<file path="config.mk">
export PLATFORM = sky130hd
export DESIGN_NAME = fetch_unit
export DESIGN_NICKNAME = d
export VERILOG_FILES = /design/src/rtl/fetch_unit.sv
export SDC_FILE = /design/constraint.sdc
export NUM_CORES = 1
export LEC_CHECK = 0
export ABC_AREA = 0
export ABC_CLOCK_PERIOD_IN_PS = 2300
export BUFFER_PORTS_ARGS = -buffer_cell sky130_fd_sc_hd__buf_2
export CORE_MARGIN = 2
export CORE_UTILIZATION = 51
export DETAILED_ROUTE_END_ITERATION = 10
export HOLD_SLACK_MARGIN = 0.02
export PLACE_DENSITY_LB_ADDON = 0.3
export SLEW_MARGIN = 20
export SYNTH_ARGS = -nofsm -noshare
export SYNTH_HDL_FRONTEND = slang
export SYNTH_SLANG_ARGS = --single-unit
</file>
<file path="constraint.sdc">
create_clock -name clk -period 2.3 [get_ports clk]
set_input_delay 0.23 -clock clk [delete_from_list [all_inputs] [get_ports clk]]
set_output_delay 0.23 -clock clk [all_outputs]
set_load 0.01 [all_outputs]
</file>
<file path="src/rtl/fetch_unit.sv">
// fetch_unit: variable-length (1/2/3/5 byte) instruction fetch with one-deep output register, redirect and halt
module fetch_unit #(
    parameter logic [31:0] RESET_PC    = 32'h0000_0000,
    parameter logic [7:0]  HALT_OPCODE = 8'hFF
) (
    input  logic        clk,
    input  logic        rst_n,
    output logic [31:0] fetch_pc,
    input  logic [39:0] fetch_instr,
    input  logic        redirect_valid,
    input  logic [31:0] redirect_pc,
    output logic        out_valid,
    input  logic        out_ready,
    output logic [39:0] out_instr,
    output logic [31:0] out_pc,
    output logic [2:0]  out_len,
    output logic        halted,
    output logic [31:0] insn_count
);
    typedef enum logic {RUN = 1'b0, HALTED = 1'b1} state_t;

    state_t      state_q, state_d;
    logic [31:0] pc_q, pc_d;
    logic        out_valid_q, out_valid_d;
    logic [39:0] out_instr_q, out_instr_d;
    logic [31:0] out_pc_q, out_pc_d;
    logic [2:0]  out_len_q, out_len_d;
    logic [31:0] count_q, count_d;
    logic [2:0]  len;
    logic        is_halt;
    logic        capture;

    // length decode from the top two bits of the first byte, and capture enable
    always_comb begin
        len     = (fetch_instr[7:6] == 2'b00) ? 3'd1 :
                  (fetch_instr[7:6] == 2'b01) ? 3'd2 :
                  (fetch_instr[7:6] == 2'b10) ? 3'd3 : 3'd5;
        is_halt = (fetch_instr[7:0] == HALT_OPCODE);
        capture = (state_q == RUN) && !redirect_valid && (!out_valid_q || out_ready);
    end

    // state register
    always_ff @(posedge clk or negedge rst_n) begin
        if (!rst_n) state_q <= RUN;
        else        state_q <= state_d;
    end

    // next state: redirect always resumes RUN, capturing the halt opcode stops fetching
    always_comb begin
        state_d = redirect_valid       ? RUN    :
                  (capture && is_halt) ? HALTED : state_q;
    end

    // state-derived outputs
    always_comb begin
        halted = (state_q == HALTED);
    end

    // datapath next values: redirect flushes, capture loads, handshake drains
    always_comb begin
        pc_d        = redirect_valid         ? redirect_pc :
                      (capture && !is_halt)  ? pc_q + {29'd0, len} : pc_q;
        out_valid_d = redirect_valid         ? 1'b0 :
                      capture                ? 1'b1 :
                      out_ready              ? 1'b0 : out_valid_q;
        out_instr_d = capture ? fetch_instr : out_instr_q;
        out_pc_d    = capture ? pc_q        : out_pc_q;
        out_len_d   = capture ? len         : out_len_q;
        count_d     = (out_valid_q && out_ready && !redirect_valid) ? count_q + 32'd1 : count_q;
    end

    // datapath registers
    always_ff @(posedge clk or negedge rst_n) begin
        if (!rst_n) begin
            pc_q        <= RESET_PC;
            out_valid_q <= 1'b0;
            out_instr_q <= 40'd0;
            out_pc_q    <= 32'd0;
            out_len_q   <= 3'd0;
            count_q     <= 32'd0;
        end else begin
            pc_q        <= pc_d;
            out_valid_q <= out_valid_d;
            out_instr_q <= out_instr_d;
            out_pc_q    <= out_pc_d;
            out_len_q   <= out_len_d;
            count_q     <= count_d;
        end
    end

    assign fetch_pc   = pc_q;
    assign out_valid  = out_valid_q;
    assign out_instr  = out_instr_q;
    assign out_pc     = out_pc_q;
    assign out_len    = out_len_q;
    assign insn_count = count_q;
endmodule

</file>
# Yosys cells after proc, flatten, opt, wreduce, memory -nomap -nowiden
# Cells that the tools add are included.
totals:
  regBits: 141
  input_bits: 76
  output_inout_bits: 141
  elab_cells: 37
op_classes:
  addsub: 2
  eq_ne: 3
  n_bitwise: 1
  reduce_logical: 14
  muxes: 10
op_table:
  columns: ["operator", "count"]
  rows:
  - ["2-to-1 mux 32 bit", 2]
  - ["adder 32 x 1 -> 32 bit, second input constant", 1]
  - ["adder 32 x 3 -> 32 bit", 1]
  - ["2-to-1 mux 3 bit", 3]
  - ["equality test 8 bit, second input constant", 1]
  - ["logical AND 1 bit", 6]
  - ["2-to-1 mux 1 bit", 5]
  - ["nonzero test 2 bit", 2]
  - ["logical NOT 1 bit", 3]
  - ["nonzero test 3 bit", 1]
  - ["equality test 2 x 1 -> 1 bit, second input constant", 1]
  - ["equality test 2 bit, second input constant", 1]
  - ["logical NOT 2 bit", 1]
  - ["logical OR 1 bit", 1]
  - ["inverter 1 bit", 1]

# Logic depth before layout (Yosys ltp)
# Gate-level depths: netlist of run 1.
depth:
  ltp_word: 7
  ltp_mapped: 11
  mapped_depth_nobuf: 10

# Worst setup path before layout of run 1
# OpenSTA, ideal clock, no wires.
synth_timing:
  path_type: "register to register"
  from: "reg pc_q[0] (netlist: fetch_pc[0])"
  to: "reg pc_q[12] (netlist: fetch_pc[12])"
  setup_time_ps: 125
  setup_slack_ps: 113
  synth_period_minus_slack_ps: 2187
  n_path_buf: 1
  t_required_ps: 2175
  stages_incl_launch_ff: 9
  arrival_ps: 2062
  cell_sequence: "dfrtp_1 ha_1 fa_1 a21oi_1 nand3b_1 buf_4 nor3_1 xor2_1 mux2_2"
synth_between:
  elab_chain_len: 3
synth_rtl:
  columns: ["item", "line", "text"]
  rows:
  - ["start, declared", "23", "logic [31:0] pc_q, pc_d;"]
  - ["start signal, assigned", "82", "pc_q <= pc_d;"]
  - ["adder 32 x 3 -> 32 bit", "62", "(capture && !is_halt) ? pc_q + {29'd0, len} : pc_q;"]
  - ["2-to-1 mux 32 bit", "62", null]
  - ["2-to-1 mux 32 bit", "61", "pc_d = redirect_valid ? redirect_pc :"]
# Every way passes these cells. The select of a mux whose other input is x is not followed.
# A chain may end at the register's enable or synchronous reset.

# Worst setup path in the final report of run 1
layout_timing:
  from: "reg pc_q[0] (netlist: fetch_pc[0])"
  to: "reg pc_q[14] (netlist: fetch_pc[14])"
# The elaborated chain is that of the path after synthesis.

==> summary.md, run 1 <==
| Metric | Value |
|---|---|
| # DRC | `0` |
| CP max stage cell | `dfrtp_1` |
| Nets | `850` |
| Chip Height | `116 um` |
| Reg2Reg Setup Slack | `0.16 ns` |
| LEAKAGE | `4.09 nW` |
| FFs w/ async S/R, synth | `100%` |
| Clock skew | `0.00621 ns` |
| Most instantiated cells after synthesis | `dfrtp_1 (141), mux2_2 (76), nand2_1 (55)` |
| Power per cell area | `781 nW/um^2` |
| Largest net degree at the start of global routing | `69` |
| Hold path depth | `3` |
| Cell Area, Synth | `6450 sq um` |
| WL per Instance | `16.4 um` |
| Startpoint Class | `flop` |
| Total grt overflow | `0` |
| Tot Pwr | `0.00659 W` |
| Initial Util | `51.7%` |
| Worst vdd ir | `450 uV` |
| WHS Endpoint | `fetch_pc[1]$_DFFE_PN0P_` |
| Worst-Skew Late Latency | `0.42 ns` |
| Initial DRC count | `197` |
| Setup bufs post-CTS | `0` |
| MaxCap Viol Count | `0` |
| Total wire length | `15.5 mm` |
| CTS Buffer Depth | `2` |
| Worst Reg-to-Reg Cells | `8` |
| Vias in the first global route | `5050` |
| Initial antenna violation count | `1` |
| # IOs | `217` |
| Worst r2r src | `fetch_pc[0]$_DFFE_PN0P_` |
| CP endpoint kind | `flop` |
| Antenna-violating nets left | `0` |
| Min-Delay Startpoint | `redirect_pc[1]` |
| Post-synth cell types | `41` |
| Routability Congestion | `0.829` |
| Post-synth EDFFs | `0` |
| Layout cell share with drive strength beyond 1 | `46.4%` |
| Final setup fails | `0` |
| WP data required | `2.60 ns` |
| Reg clk slew, reported paths | `0.05 ns` |
| Slew Limit Fails | `0` |
| Row count | `41` |
| Total track usage | `24.0%` |
| Crit-path cells | `ha_2 -> fa_2 -> a21oi_2 -> nand3b_1 -> buf_6 -> nor4_1 -> xor2_1 -> mux2_2` |
| Unrepaired setup endpoints after global routing | `false` |
| Primary FF master, synth | `dfrtp_1` |
| Die X | `116 um` |
| Place WS | `-0.0475 ns` |
| CTS Root Cell | `clkbuf_16` |
| Worst setup margin | `0.160 ns` |
| Synth Instances | `523` |
| Hold crit path type | `in -> reg` |
| Die ar. | `13600 sq um` |
| Dominant cells by area after synthesis | `dfrtp_1 (55%), mux2_2 (13%), xnor2_1 (6.5%), nand2_1 (3.2%), nor4_4 (3.0%)` |
| Vias per std cell | `5.20` |
| Detailed placer's ending HPWL | `11.2 mm` |
| Layout area overhead | `30.8%` |
| Core Region | `12500 sq um` |
| Status | `finished clean` |
| Fin crit period | `2.14 ns` |
| Type of the worst setup path | `reg -> reg` |
| CTS tree | `done` |
| RR Endpoint | `fetch_pc[14]$_DFFE_PN0P_` |
| Largest area contributor in the synthesized netlist | `dfrtp_1` |
| First-pass iteration count of the detailed router | `4` |
| Synthesized net count | `607` |
| Avg Cell Area, Syn | `12.3 sq um` |
| Synth top area share | `54.7%` |
| Yosys warns | `0` |
| CTS Sinks | `141` |
| Sequential share of the synthesized area | `54.7%` |
| Crit path DAT | `2.44 ns` |
| Tightest Pin Transition | `0.637 ns` |
| Worst path max stage delay | `0.40 ns` |
| Vias | `4915` |
| Cell with the most instances after synthesis | `dfrtp_1` |
| Fin crit share | `93.0%` |
| CTS Buf Count | `17` |
| First-pass GRT wire length | `25.0 mm` |
| Crit Path Max Fanout | `8` |
| # port buffers | `216` |
| Max-Slew Margin vs Limit | `57.6%` |
| Register bit total from synthesis | `141` |
| Hold Fails Final Rpt | `0` |
| Fmax achieved | `467 MHz` |
| Depth of the CTS H-tree | `4` |
## layer usage
layer,track usage [%],part of all wire [%],wire length (um),vias to the layer above
met2,40.6,50,7680,176
met3,6.38,7.0,1080,30
li1,-,-,-,2326
met5,0,0,0,-
met4,10.6,2.4,369,0
met1,28.9,41,6360,2383
## cells by family after synthesis
| family | Yosys count | synth area share (%) |
|---|---|---|
| buffers and inverters | 34 | 2.68 |
| XOR/XNOR | 60 | 8.15 |
| AO/OA/AOI/OAI | 42 | 3.57 |
| adder cells (fa/ha/maj) | 8 | 1.67 |
| multiplexers | 78 | 13.6 |
| AND/OR/NAND/NOR | 160 | 15.7 |
| flip-flops | 141 | 54.7 |
## worst max path at each step
stage | from | to | cells past startpoint
after floorplan | fetch_pc[0]$_DFFE_PN0P_ | fetch_pc[12]$_DFFE_PN0P_ | 8
after global placement | fetch_instr[7] | fetch_pc[24]$_DFFE_PN0P_ | 12
after detailed placement | fetch_instr[7] | fetch_pc[14]$_DFFE_PN0P_ | 12
after CTS | fetch_pc[0]$_DFFE_PN0P_ | fetch_pc[14]$_DFFE_PN0P_ | 8
after global routing | fetch_pc[0]$_DFFE_PN0P_ | fetch_pc[28]$_DFFE_PN0P_ | 9
final | fetch_pc[0]$_DFFE_PN0P_ | fetch_pc[14]$_DFFE_PN0P_ | 8
## cells in the final DEF (no fill, tap or decap), types with 12 or more instances in the layout
cell type,n
dlygate4sd3_1,12
buf_4,20
xnor2_1,48
nand3_1,20
dfrtp_1,141
mux2_2,76
and3_1,16
xor2_1,12
o21ai_0,21
clkbuf_16,17
buf_2,215
nand2_1,54
nand4_1,15
## worst max-delay path: cells and delay by family (launching register included)
family          cells  cell delay [ns]
compound gates      1             0.06
xor+xnor            1             0.12
fa+ha+maj           2             0.46
buf+inv             1             0.17
flops               1             0.40
mux                 1             0.28
simple gates        2             0.54
## layout make-up
class | count | area [sq um]
Antenna cell | 1 | 2.50
Clock buffer | 22 | 464
Clock inverter | 4 | 20.0
Fill cell | 963 | 4030
Inverter | 7 | 26.3
Multi-Input combinational cell | 348 | 2770
Sequential cell | 141 | 3530
Tap cell | 172 | 215
Timing Repair Buffer | 251 | 1410
## per-stage QoR
| step | instance area, sq um | instances | utilization, % | TNS (ns) | hold WS (ns) |
|---|---|---|---|---|---|
| 2_1_floorplan | 6450 | 523 | - | 0 | -0.0656 |
| 3_3_place_gp | 7820 | 907 | 62.7 | 0 | 0.270 |
| 3_5_place_dp | 7820 | 907 | 62.7 | -0.164 | 0.278 |
| 4_1_cts | 8420 | 945 | 67.6 | 0 | 0.0205 |
| 5_1_grt | 8440 | 946 | 67.7 | 0 | 0.0332 |
| 6_report | 8440 | 946 | 67.7 | 0 | 0.0310 |
## power breakdown
group          total [W]  internal, W  switching [W]
logic            0.00122     0.000603       0.000616
registers        0.00303      0.00279       0.000245
clock network    0.00234      0.00139       0.000950
total            0.00659      0.00478        0.00181
## sequential cells by signal, summed over array words and instances, names as in the netlist
| name | flops |
|---|---|
| insn_count | 32 |
| halted | 1 |
| out_valid | 1 |
| out_len | 3 |
| out_instr | 40 |
| fetch_pc | 32 |
| out_pc | 32 |
## timing repair
action | CTS | global route
hold buffers | 12 | 0
hold endpoints to repair | 75 | 0
resized for setup | 0 | 4
endpoints found under the setup margin | 0 | 13
Note: power is estimated with default switching activity, not from simulation.
==> inputs of run 2 (changes only) <==
--- a/config.mk
+++ b/config.mk
@@ -9,7 +9,7 @@
 export ABC_CLOCK_PERIOD_IN_PS = 2300
 export BUFFER_PORTS_ARGS = -buffer_cell sky130_fd_sc_hd__buf_2
 export CORE_MARGIN = 2
-export CORE_UTILIZATION = 51
+export CORE_UTILIZATION = 40
 export DETAILED_ROUTE_END_ITERATION = 10
 export HOLD_SLACK_MARGIN = 0.02
 export PLACE_DENSITY_LB_ADDON = 0.3
==> run 2 against run 1 <==
Hold slack better by 0.0063 ns. Flip-flop and latch count stayed put. Clock skew grew 0.00082 ns. Combinational power is essentially flat. Wire length rose by 1.7%. Via count grew 0.53%. Cell area increased by 2.7%. Utilization decreased by 13 points. Critical path type unchanged. Largest power group unchanged.
==> summary.md, run 2 (synthesized netlist as in run 1, its figures left out) <==
| Metric | Value |
|---|---|
| Final std cells w/o fill | `994 (+5.1%)` |
| Multi-input logic area | `2780 sq um (+0.23%)` |
| Total track usage | `18.5% (-5.5 points)` |
| Row count | `46 (+12%)` |
| Antenna-violating nets left | `0 (unchanged)` |
| Max-Slew Margin vs Limit | `59.9% (+2.3 points)` |
| Worst vdd ir | `479 uV (+6.4%)` |
| Fillers | `1416 (+47%)` |
| CTS Buffer Depth | `2 (unchanged)` |
| Core Region | `15800 sq um (+27%)` |
| Worst-Skew Late Latency | `0.42 ns (about the same)` |
| First-pass iteration count of the detailed router | `4 (unchanged)` |
| # IOs | `217 (unchanged)` |
| CTS tree | `done` |
| Vias per std cell | `4.97 (-4.3%)` |
| Total wire length | `15.8 mm (+1.7%)` |
| Layout area overhead | `34.3%` |
| Vias in the first global route | `4920 (-2.6%)` |
| # port buffers | `216 (unchanged)` |
| Power per cell area | `814 nW/um^2 (+4.3%)` |
| Unrepaired setup endpoints after global routing | `false` |
| CTS Root Cell | `clkbuf_16` |
| Ant. Diodes | `0 (-1)` |
| Fin crit period | `2.16 ns (+0.0158 ns)` |
| CP endpoint kind | `flop` |
| Clock skew | `0.00702 ns (+0.000817 ns)` |
| Initial Util | `40.8% (-11 points)` |
| WL per Instance | `15.8 um (-3.2%)` |
| Chip Height | `131 um (+12%)` |
| FF+latch area | `3530 sq um (unchanged)` |
| First-pass GRT wire length | `24.5 mm (-1.8%)` |
| Crit-path cells | `ha_1 -> fa_2 -> a21oi_2 -> nand3b_1 -> buf_12 -> buf_4 -> nor4_1 -> xnor2_1 -> o21ai_1` |
| Largest net degree at the start of global routing | `60 (-13%)` |
| Largest register FFs | `40 (unchanged)` |
| Final setup fails | `0 (unchanged)` |
| Depth of the CTS H-tree | `4 (unchanged)` |
| Commonest non-fill, non-tap cell in the layout | `buf_2` |
| Most frequent cells in the layout | `buf_2 (215), dfrtp_1 (141), mux2_2 (76), nand2_1 (54), xnor2_1 (48)` |
| Initial antenna violation count | `1 (unchanged)` |
| Layout cell share with drive strength beyond 1 | `46.3% (-0.17 points)` |
| Dpl cells | `945 (+4.2%)` |
| Tot Pwr | `0.00705 W (+7.1%)` |
| Setup TNS | `0 ns (unchanged)` |
| Fin crit share | `93.7% (+0.69 points)` |
| Worst setup margin | `0.144 ns (-0.0158 ns)` |
| Crit path DAT | `2.43 ns (about the same)` |
| Setup bufs post-CTS | `0 (unchanged)` |
| Hold Fails Final Rpt | `0 (unchanged)` |
| MaxCap Viol Count | `0 (unchanged)` |
| Detailed placer's ending HPWL | `11.3 mm (+0.26%)` |
| LEAKAGE | `4.18 nW (+2.0%)` |
| Die ar. | `17200 sq um (+27%)` |
| CP max stage cell | `dfrtp_1` |
| Status | `finished clean` |
| Reg clk slew, reported paths | `0.06 ns (about the same)` |
| Routability Congestion | `0.781 (-5.7%)` |
| CTS Sinks | `141 (unchanged)` |
| Tightest Pin Transition | `0.601 ns (-0.0351 ns)` |
| Fmax achieved | `464 MHz (-0.73%)` |
| CTS Buf Count | `17 (unchanged)` |
| # DRC | `0 (unchanged)` |
| Crit Path Max Fanout | `10 (+2)` |
| Nets | `849 (-0.12%)` |
| Worst path max stage delay | `0.39 ns (about the same)` |
| Hold crit path type | `in -> reg` |
| Die X | `131 um (+12%)` |
| Initial DRC count | `198 (+0.51%)` |
| Total grt overflow | `0 (unchanged)` |
| Type of the worst setup path | `reg -> reg` |
| Slew Limit Fails | `0 (unchanged)` |
| Startpoint Class | `flop` |
| Vias | `4941 (+0.53%)` |
| WP data required | `2.57 ns (-0.03 ns)` |
| Place WS | `-0.0457 ns (+0.00178 ns)` |
| Reg2Reg Setup Slack | `0.14 ns (-0.02 ns)` |
[run 2: cell count changes in the layout (fill, tap and decap cells not counted), moves of 2 or more]
cell           previous run  this run
buf_4                    20        12
dlygate4sd3_1            12        17
buf_12                    2         5
bufinv_16                 0         3
clkbuf_1                  3         1
clkinv_4                  0         2
[run 2: per-stage QoR]
stage	cell area [sq um]	utilization (%)	hold WS (ns)
3_3_place_gp	7870	49.7	0.255
2_1_floorplan	6450	-	-0.0656
6_report	8660	54.7	0.0373
5_1_grt	8660	54.7	0.0221
3_5_place_dp	7870	49.7	0.262
4_1_cts	8650	54.6	0.0210
[run 2: cell type report]
class / count / area share, %
Multi-Input combinational cell: 348 / 32.1
Clock inverter: 11 / 1.62
Tap cell: 216 / 3.12
Inverter: 7 / 0.303
Timing Repair Buffer: 250 / 16.7
Sequential cell: 141 / 40.7
Clock buffer: 21 / 5.43
[run 2: worst max-delay path, delay by kind of cell, from the launching register on]
kind	cells	cell delay [ns]
xor gates and xnor gates	1	0.17
and+or+nand+nor	2	0.53
DFF	1	0.39
AOI/OAI and AO/OA	2	0.14
buffers and inverters	2	0.32
adders and majority gates	2	0.46
[run 2: final timing paths]
check,endpoint,startpoint,cells past startpoint
max in group asynchronous,out_instr[1]$_DFFE_PN0P_,rst_n,3
worst max register to register,fetch_pc[28]$_DFFE_PN0P_,fetch_pc[0]$_DFFE_PN0P_,9
worst min-delay path,fetch_pc[30]$_DFFE_PN0P_,redirect_pc[30],3
min in group asynchronous,out_instr[12]$_DFFE_PN0P_,rst_n,2
worst min register to register,out_pc[5]$_DFFE_PN0P_,out_pc[5]$_DFFE_PN0P_,2
worst max-delay path,fetch_pc[28]$_DFFE_PN0P_,fetch_pc[0]$_DFFE_PN0P_,9
[run 2: timing repair]
action,CTS,global route
resized for setup,0,3
hold endpoints to repair,73,0
hold buffers,17,0
endpoints found under the setup margin,0,7
[run 2: power by group]
part / total (W) / switching [W] / internal (W)
registers: 0.00303 / 0.000246 / 0.00278
logic: 0.00121 / 0.000610 / 0.000601
clock network: 0.00281 / 0.00103 / 0.00178
[run 2: layer usage]
layer	part of all wire (%)	global-route usage, %
met5	0.083	0
met3	6.5	5.90
met1	43	23.2
met4	1.4	6.20
met2	48	30.3
